===== src/rtl/rv_predecode_buffer.sv =====
// rv_predecode_buffer: instruction FIFO between fetch and decode with static
// BTFN/JAL pre-decode. Predicted-taken pushes raise a one-cycle registered
// fetch redirect. Fetch-side offers made during that redirect cycle are on the
// wrong path and are dropped.
//
// Handshake: a transfer happens on a rising edge where valid and ready are both
// high. f_ready_o depends only on the fill level, never on f_valid_i. d_valid_o
// depends only on the fill level, never on cu_stall_i. The head stays stable
// until it is popped or killed.
module rv_predecode_buffer #(
  parameter int XLEN         = 32,
  parameter int ILEN         = 32,
  parameter int DEPTH        = 4,
  parameter int PREDICT_MODE = 1
) (
  input  logic                       clk_i,
  input  logic                       arstn_i,
  input  logic                       cu_kill_i,
  input  logic                       cu_stall_i,
  input  logic [ILEN-1:0]            f_instr_i,
  input  logic [XLEN-1:0]            f_current_pc_i,
  input  logic [XLEN-1:0]            f_next_pc_i,
  input  logic                       f_valid_i,
  output logic                       f_ready_o,
  output logic                       d_valid_o,
  output logic [ILEN-1:0]            d_instr_o,
  output logic [XLEN-1:0]            d_current_pc_o,
  output logic [XLEN-1:0]            d_next_pc_o,
  output logic                       d_prediction_o,
  output logic                       pred_redirect_o,
  output logic [XLEN-1:0]            pred_target_o,
  output logic [$clog2(DEPTH+1)-1:0] level_o
);

  localparam int AW = $clog2(DEPTH);
  localparam int LW = $clog2(DEPTH+1);

  localparam logic [6:0] OPC_BRANCH = 7'b1100011;
  localparam logic [6:0] OPC_JAL    = 7'b1101111;

  // Entry storage. Contents are only observed through the level, so the
  // storage is not reset.
  logic [ILEN-1:0] r_instr   [DEPTH];
  logic [XLEN-1:0] r_pc      [DEPTH];
  logic [XLEN-1:0] r_next_pc [DEPTH];
  logic            r_pred    [DEPTH];

  logic [AW-1:0]   r_wr_ptr;
  logic [AW-1:0]   r_rd_ptr;
  logic [LW-1:0]   r_level;
  logic            r_redirect;
  logic [XLEN-1:0] r_target;

  logic            w_push;
  logic            w_pop;
  logic            w_mode;
  logic [6:0]      w_opcode;
  logic            w_is_bwd_branch;
  logic            w_is_jal;
  logic            w_pred;
  logic [12:0]     w_imm_b13;
  logic [20:0]     w_imm_j21;
  logic [XLEN-1:0] w_imm_b;
  logic [XLEN-1:0] w_imm_j;
  logic [XLEN-1:0] w_target;

  assign f_ready_o = (r_level != LW'(DEPTH));
  assign d_valid_o = (r_level != '0);

  // A redirect cycle blocks pushes: that offer came from the old fetch path.
  assign w_push = f_valid_i & f_ready_o & ~cu_kill_i & ~r_redirect;
  assign w_pop  = d_valid_o & ~cu_stall_i & ~cu_kill_i;

  // Static pre-decode of the incoming instruction.
  always_comb begin
    w_mode          = (PREDICT_MODE != 0);
    w_opcode        = f_instr_i[6:0];
    w_imm_b13       = {f_instr_i[31], f_instr_i[7], f_instr_i[30:25],
                       f_instr_i[11:8], 1'b0};
    w_imm_j21       = {f_instr_i[31], f_instr_i[19:12], f_instr_i[20],
                       f_instr_i[30:21], 1'b0};
    w_imm_b         = {{(XLEN-13){w_imm_b13[12]}}, w_imm_b13};
    w_imm_j         = {{(XLEN-21){w_imm_j21[20]}}, w_imm_j21};
    // A sign bit of 1 means a negative offset, so the branch goes backward.
    w_is_bwd_branch = (w_opcode == OPC_BRANCH) & f_instr_i[31];
    w_is_jal        = (w_opcode == OPC_JAL);
    w_pred          = w_mode & (w_is_bwd_branch | w_is_jal);
    w_target        = f_current_pc_i + (w_is_jal ? w_imm_j : w_imm_b);
  end

  // FIFO pointers and fill level. A kill empties the buffer.
  always_ff @(posedge clk_i or negedge arstn_i) begin
    if (!arstn_i) begin
      r_wr_ptr <= '0;
      r_rd_ptr <= '0;
      r_level  <= '0;
    end else if (cu_kill_i) begin
      r_wr_ptr <= '0;
      r_rd_ptr <= '0;
      r_level  <= '0;
    end else begin
      if (w_push) r_wr_ptr <= r_wr_ptr + AW'(1);
      if (w_pop)  r_rd_ptr <= r_rd_ptr + AW'(1);
      case ({w_push, w_pop})
        2'b10:   r_level <= r_level + LW'(1);
        2'b01:   r_level <= r_level - LW'(1);
        default: r_level <= r_level;
      endcase
    end
  end

  // Entry write on push.
  always_ff @(posedge clk_i) begin
    if (w_push) begin
      r_instr[r_wr_ptr]   <= f_instr_i;
      r_pc[r_wr_ptr]      <= f_current_pc_i;
      r_next_pc[r_wr_ptr] <= f_next_pc_i;
      r_pred[r_wr_ptr]    <= w_pred;
    end
  end

  // Registered one-cycle redirect pulse. A kill cancels a pending redirect.
  always_ff @(posedge clk_i or negedge arstn_i) begin
    if (!arstn_i) begin
      r_redirect <= 1'b0;
      r_target   <= '0;
    end else begin
      r_redirect <= w_push & w_pred & ~cu_kill_i;
      if (w_push & w_pred) r_target <= w_target;
    end
  end

  assign d_instr_o       = r_instr[r_rd_ptr];
  assign d_current_pc_o  = r_pc[r_rd_ptr];
  assign d_next_pc_o     = r_next_pc[r_rd_ptr];
  assign d_prediction_o  = r_pred[r_rd_ptr];
  assign pred_redirect_o = r_redirect;
  assign pred_target_o   = r_target;
  assign level_o         = r_level;

endmodule


===== config.mk =====
export PLATFORM = sky130hd
export DESIGN_NAME = rv_predecode_buffer
export DESIGN_NICKNAME = d
export VERILOG_FILES = /design/src/rtl/rv_predecode_buffer.sv
export SDC_FILE = /design/constraint.sdc
export NUM_CORES = 1
export LEC_CHECK = 0
export ABC_AREA = 1
export CAP_MARGIN = 20
export CORE_MARGIN = 8
export CORE_UTILIZATION = 60
export DETAILED_ROUTE_END_ITERATION = 16
export PLACE_DENSITY = 0.95
export SLEW_MARGIN = 20
export SYNTH_ARGS = -nofsm -noshare
export SYNTH_HDL_FRONTEND = slang
export SYNTH_SLANG_ARGS = --single-unit

===== constraint.sdc =====
create_clock -name clk_i -period 9.6 [get_ports clk_i]
set_input_delay 1.92 -clock clk_i [delete_from_list [all_inputs] [get_ports clk_i]]
set_output_delay 1.92 -clock clk_i [all_outputs]
set_load 0.01 [all_outputs]

After elaboration in Yosys (flattened, before gate mapping)
Memories as Yosys holds them, arrays and structs flattened.
Cells that the tools add are included.
{ "classes": {"addsub": 5, "n_eq_ne": 5, "n_mux": 9, "bitwise_logic": 12, "reduce_logical": 4} }
{ "op_table": {"columns": ["op", "count"], "rows": [
  ["adder 32 bit", 1],
  ["two-way mux 20 bit", 1],
  ["== test 7 bit, second input constant", 2],
  ["bitwise AND 1 bit", 8],
  ["two-way mux 2 bit", 4],
  ["case mux 3 bit (2 select lines)", 1],
  ["nonzero test 3 bit", 2],
  ["adder 2 x 1 -> 2 bit, second input constant", 2],
  ["nonzero test 2 bit", 2],
  ["adder 3 x 1 -> 3 bit, second input constant", 1],
  ["two-way mux 3 bit", 1],
  ["!= test 3 bit, second input constant", 1],
  ["inverter 1 bit", 3],
  ["subtractor 3 x 1 -> 3 bit, second input constant", 1],
  ["== test 2 x 1 -> 1 bit, second input constant", 1],
  ["== test 2 bit, second input constant", 1],
  ["two-way mux 1 bit", 2],
  ["bitwise OR 1 bit", 1]
]} }
{ "word_totals": {"reg_bits": 40, "ramBits": 388, "in_bits": 101, "output_inout_bits": 135, "n_memories": 4} }
{ "mem_list": {"columns": ["name", "depth", "width", "rd", "rd_ports_with_merged_regs", "write_ports", "line_no", "source"], "rows": [
  ["r_instr", 4, 32, 1, 0, 1, "43", "logic [ILEN-1:0] r_instr [DEPTH];"],
  ["r_next_pc", 4, 32, 1, 0, 1, "45", "logic [XLEN-1:0] r_next_pc [DEPTH];"],
  ["r_pc", 4, 32, 1, 0, 1, "44", "logic [XLEN-1:0] r_pc [DEPTH];"],
  ["r_pred", 4, 1, 1, 0, 1, "46", "logic r_pred [DEPTH];"]
]} }

Logic depth before layout (Yosys ltp)
Gate-level depths: netlist of run 1.
{ "logic_depth": {"depth_word": 7, "depth_mapped": 18, "depth_no_buf": 18} }

Least setup slack after synthesis of run 1
OpenSTA, ideal clock, no wires.
{ "synth_timing": {"kind": "input port to flip-flop", "from": "input port cu_kill_i", "to": "memory r_instr[0][0] (enable)", "setup_ps": 553, "arrival_ps": 6317, "path_slack_ps": 2730, "path_stages": 5, "cell_sequence": "inv_2 nand2_2 nor2_4 nand2_4 nor2_1"} }
{ "synth_between": {"elab_chain_len": 5} }
{ "synth_lines": {"columns": ["item", "line_no", "source"], "rows": [
  ["start: declaration", "18", "input logic cu_kill_i,"],
  ["inverter 1 bit", "71", "assign w_push = f_valid_i & f_ready_o & ~cu_kill_i & ~r_redirect;"],
  ["bitwise AND 1 bit (2 in series)", "71", null],
  ["two-way mux 1 bit", "114", "if (w_push) begin"],
  ["two-way mux 1 bit (not written as such)", "115", "r_instr[r_wr_ptr] <= f_instr_i;"],
  ["end: declaration", "43", null]
]} }
No other way between the ends.

Worst setup path in the final report of run 1
{ "layout_timing": {"from": "register r_rd_ptr[1]", "to": "output port d_current_pc_o[26]"} }
{ "layout_between": {"elab_chain_len": 1} }
{ "layout_lines": {"columns": ["item", "line_no", "source"], "rows": [
  ["start: declaration", "49", "logic [AW-1:0] r_rd_ptr;"],
  ["start signal: assignment", "103", "if (w_pop) r_rd_ptr <= r_rd_ptr + AW'(1);"],
  ["memory read (4 x 32 bit)", null, null],
  ["end: declaration", "27", "output logic [XLEN-1:0] d_current_pc_o,"]
]} }
No other way between the ends.

==> results.toml, run 1 <==
[floorplan]
coreArea_um2 = 30400
start_util = 0.606
top_level_ports = 236
die-height_um = 191
dieArea_um2 = 36600
placementRows = 64
die_w_um = 191

[setup_path]
startpoint = "r_rd_ptr[1]"
timing.rr.start = "level_o[1]"
crit_path_end_kind = "primary output"
crit_path_max_fanout = 56
start_kind = "register"
worst-setup-path-type = "reg -> out"
worst_ep_required_time_ns = 7.68
arrival_ns = 3.66

[clock_network]
ctsHoldBuffers = 0
cts_tree = "built"
cts_setup_buffers = 0
clockBufferDepth = 3
cts_buffers = 42
root_buffer = "clkbuf_16"
path_clk_slew_ns = 0.06
cts-htree-levels = 2
clkSinkCount = 428
worstSkewPairLatency_ns = 0.53
postCtsResizedCells = 0

[synth]
ys_seq_area_frac = 0.686
synth_area_um2 = 18500
yosysUniqueCellTypes = 41
ys_warn_count = 0
syn_inst = 1619
syn_nets = 1759
synth_top_family_by_area = "simple AND/OR/NAND/NOR gates"
synth_xor_area_frac = 0.00759
ys_ff_latch = 428
synth_compound_area_frac = 0.104
avgSynthCellArea_um2 = 11.4
muxShareOfSynthArea = 0.00244
yosys.area_share.simple = 0.127
yosys.area_share.adder = 0.0273

[global_route]
grt_use_met1 = 0.340
overflow = 0
track_usage = 0.261
grt_pass1_wl_um = 74100
first_global_vias = 13428
grt.met2_usage = 0.441
grt_busiest_layer = "met2"
grt_util_met3 = 0.0456
antenna_found_initial = 3
grt_max_degree = 122

[timing]
drv_slew = 0
setup_viol = 0
fin_hold_ws_ns = 0.482
fin_crit_ns = 5.58
clock_skew_ns = 0.0188
hold_viol = 0
setup_tns_ns = 0
fin_ws_ns = 4.02
fmax_mhz = 179
worst_pin_slew_ns = 1.08
rsz0062_at_grt = "no"
slew_headroom = 0.278
period_share = 0.582

[pwr]
vdd_drop_max_uv = 124
powerDensity_nw_per_um2 = 230
p_leak_nw = 8.52

[routing]
drc = 0
routed_wl_um = 48900
ant_nets = 0
wire_per_inst_um = 21.6
num_vias = 13347
drt_iter0_drc = 1269
dr.pass1.iters = 8
via_per_inst = 5.89

[layout]
final_util = 0.738
final_common_cell = "edfxtp_1"
layout-drive-gt1-share = 0.0572
final_cell_area_um2 = 22500
fill_cells = 1910
fin_nets = 1980
final_cell_mix = "388 x edfxtp_1, 268 x nand2_1, 234 x clkdlybuf4s50_1"
area_growth_pct = 21.7

[hold_path]
hold_path_class = "reg -> reg"
hold_start = "pred_target_o[0]"

[placed_design]
port_buffers = 235
gp_congestion = 0.920
pre_cts_ws_ns = 4.27
hpwl_um = 31000
place_area_um2 = 21100

[job]
maxCapViolCount = 0

[outcome]
outcome = "finished clean"
cells by family after synthesis:
kind of cell,count (synthesis)
simple gates,580
flops,428
compound gates,351
buf+inv,201
fa+ha+maj,39
xor+xnor,16
mux,4
registers in the layout (all words and copies together), names as in the netlist:
name	count
r_wr_ptr	2
level_o	3
pred_target_o	32
r_next_pc	128
pred_redirect_o	1
r_rd_ptr	2
r_instr	128
r_pc	128
r_pred	4
metrics by stage:
step	power, mW	std cells
6_report	5.17	2267
5_1_grt	5.37	2267
4_1_cts	5.19	2266
3_5_place_dp	3.56	2192
3_3_place_gp	3.51	2192
2_1_floorplan	2.91	1619
final timing paths:
check	to	slack, ns	cells after the start
max	d_current_pc_o[26]	4.02	5
min	pred_target_o[0]	0.48	2
max reg2reg	r_pc[3][9]	6.60	5
min reg2reg	pred_target_o[0]	0.48	2
max in group asynchronous	r_rd_ptr[0]	7.43	1
min in group asynchronous	level_o[2]	1.52	1
synthesized netlist by cell type (all sizes together):
cell type,count,area share
a21o,1,0.00041
a21oi,25,0.0076
a31oi,1,0.00034
and2,1,0.00034
buf,22,0.0089
clkbuf,48,0.010
dfrtp,40,0.054
edfxtp,388,0.63
fa,2,0.0022
ha,37,0.025
inv,131,0.027
mux2,4,0.0024
nand2,272,0.056
nand3,54,0.015
nand3b,3,0.0012
nand4,5,0.0025
nor2,240,0.050
nor3,4,0.0014
o21ai,224,0.062
o21bai,3,0.0012
o22ai,97,0.033
or2,1,0.00034
xnor2,13,0.0062
xor2,3,0.0014
power breakdown:
group	internal, mW	leakage (nW)	switching [mW]
clock	0.971	0.665	0.670
sequential	2.16	4.07	0.0666
combinational	0.547	3.78	0.757
layout make-up:
cell class	instances	area (µm²)	area share
diodes	1	2.50	0.000111
clock buffers	53	1130	0.0505
clock inverters	21	236	0.0105
inverters	131	497	0.0221
multi-input cells	990	4990	0.222
flip-flops and latches	428	12700	0.564
well taps	396	495	0.0221
repair buffers	247	2440	0.109
worst max-delay path: stages (launching register included):
cell and delay [ns]:
dfrtp_2 0.67, inv_2 0.65, buf_4 0.65, o21ai_0 0.27, o22ai_1 0.27, clkdlybuf4s50_1 0.59
metal layers:
| metal | part of all wire | vias to the layer above |
|---|---|---|
| li1 | - | 6112 |
| met1 | 0.39 | 6415 |
| met2 | 0.49 | 714 |
| met3 | 0.091 | 102 |
| met4 | 0.028 | 4 |
| met5 | 0.00047 | - |
Note: power is estimated with default switching activity, not from simulation.
==> inputs of run 2 (changes only) <==
Settings changed: CORE_UTILIZATION 60 to 56, PLACE_DENSITY 0.95 to 0.91.
Clock period 9.6 ns to 5.7 ns, I/O delays scaled along.
==> run 2 against run 1 <==
  * Register-to-register slack worse by 3.2 ns
  * Sequential share of layout area is 0.67 points lower
  * Clock skew is 0.0012 ns lower
  * Clock power is 75% higher
  * Worst setup slack worse by 2.8 ns
==> results.toml, run 2 (same netlist as run 1, synthesis figures left out) <==
[outcome]
outcome = "finished clean"

[timing]
setup_tns_ns = 0
fin_crit_ns = 4.48
slew_headroom = 0.352
hold_viol = 0
period_share = 0.786
drv_slew = 0
setup_viol = 0
clock_skew_ns = 0.0176
fmax_mhz = 223
worst_pin_slew_ns = 0.972
rsz0062_at_grt = "no"

[routing]
via_per_inst = 5.70
drt_iter0_drc = 1131
drc = 0
dr.pass1.iters = 5
num_vias = 13232
ant_nets = 0
wire_per_inst_um = 21.0
routed_wl_um = 48800

[setup_path]
arrival_ns = 3.34
crit_path_max_fanout = 66
timing.rr.start = "level_o[1]"
reg2reg_setup_slack_ns = 3.38
worst-setup-path-type = "reg -> out"
r2r_cells = 5
reg2reg_to = "r_pc[0][2]"
critPathCapture = "d_current_pc_o[14]"
start_kind = "register"
startpoint = "r_rd_ptr[0]"
worst_ep_required_time_ns = 4.56
crit_path_end_kind = "primary output"

[clock_network]
clockBufferDepth = 3
cts_buffers = 42
cts_setup_buffers = 0
root_buffer = "clkbuf_16"
cts_tree = "built"
ctsHoldBuffers = 0
cts-htree-levels = 2
postCtsResizedCells = 0
path_clk_slew_ns = 0.06
worstSkewPairLatency_ns = 0.54
clkSinkCount = 428

[floorplan]
die-height_um = 198
start_util = 0.567
dieArea_um2 = 39000
top_level_ports = 236
die_w_um = 198
coreArea_um2 = 32500
placementRows = 66

[pwr]
p_leak_nw = 8.60
powerDensity_nw_per_um2 = 389
vdd_drop_max_uv = 217
fin_total_pwr_mw = 8.84
p_sw_mw = 2.55
power_frac_clock = 0.325
combPwrFrac = 0.252
swShare = 0.288
intPower_mw = 6.30
seqPwrFrac = 0.423

[global_route]
antenna_found_initial = 6
overflow = 0
grt_max_degree = 122
grt_pass1_wl_um = 74500
track_usage = 0.244
first_global_vias = 13337

[placed_design]
gp_congestion = 0.959
port_buffers = 235
hpwl_um = 32000
place_area_um2 = 21300
dp_cells = 2243

[job]
maxCapViolCount = 0

[layout]
area_growth_pct = 23.1
fin_nets = 1985
final_common_cell = "edfxtp_1"
final_cell_area_um2 = 22700
final_util = 0.698
final_cells = 2321
layout-drive-gt1-share = 0.0623
final_cell_mix = "388 x edfxtp_1, 268 x nand2_1, 234 x clkdlybuf4s50_1"
reg_top3 = "r_instr (128), r_next_pc (128), r_pc (128)"

[hold_path]
hold_path_class = "reg -> reg"
-- run 2: changes by cell type in the layout (fill, tap and decap cells not counted), sizes merged --
cell      before  now
buf           13   18
clkbuf        53   50
bufinv         5    7
clkinvlp       3    5
clkinv        11   12
diode          1    2
-- run 2: how the worst min path moves through the flow --
stage	from	endpoint	slack, ns	depth (start not counted)
2_1_floorplan	pred_target_o[0]	pred_target_o[0]	0.51	2
6_report	pred_target_o[25]	pred_target_o[25]	0.48	2
5_1_grt	pred_target_o[25]	pred_target_o[25]	0.50	2
4_1_cts	pred_target_o[25]	pred_target_o[25]	0.49	2
3_3_place_gp	pred_target_o[1]	pred_target_o[1]	0.46	2
3_5_place_dp	pred_target_o[23]	pred_target_o[23]	0.47	2
-- run 2: power by group through the flow --
stage	combinational, mW	clock (mW)	sequential [mW]
floorplan	1.11	0	3.79
finish	2.23	2.87	3.74
CTS	2.24	2.90	3.74
detailed placement	2.22	0	3.80
global route	2.40	3.02	3.76
global placement	2.16	0	3.79
-- run 2: critical path: stages (launching register included) --
cell,delay [ns]
dfrtp_4,0.80
buf_4,0.66
o21ai_0,0.19
o22ai_1,0.44
clkdlybuf4s50_1,0.63
-- run 2: area by class of cell --
| cell class | count | area (µm²) |
|---|---|---|
| Fill cell | 2243 | 9810 |
| Clock buffer | 50 | 1110 |
| Clock inverter | 26 | 320 |
| Sequential cell | 428 | 12700 |
| Multi-Input combinational cell | 990 | 4990 |
| Tap cell | 442 | 553 |
| Timing Repair Buffer | 252 | 2590 |
| Antenna cell | 2 | 5.00 |
| Inverter | 131 | 497 |
-- run 2: per-stage QoR --
| step | setup WS (ns) | hold WS (ns) |
|---|---|---|
| finish | 1.22 | 0.480 |
| global route | 0.978 | 0.501 |
| CTS | 1.15 | 0.485 |
| detailed placement | 1.29 | 0.467 |
| global placement | 1.42 | 0.457 |
| floorplan | -0.390 | 0.507 |
-- run 2: metal layers --
metal  vias up  wire length [µm]  track usage  part of all wire
met5         -                45            0           0.00092
met4         8              1280       0.0700             0.026
met3       102              4670       0.0518             0.096
met2       639             23100        0.397              0.47
met1      6347             19800        0.328              0.40
li1       6136                 -            -                 -
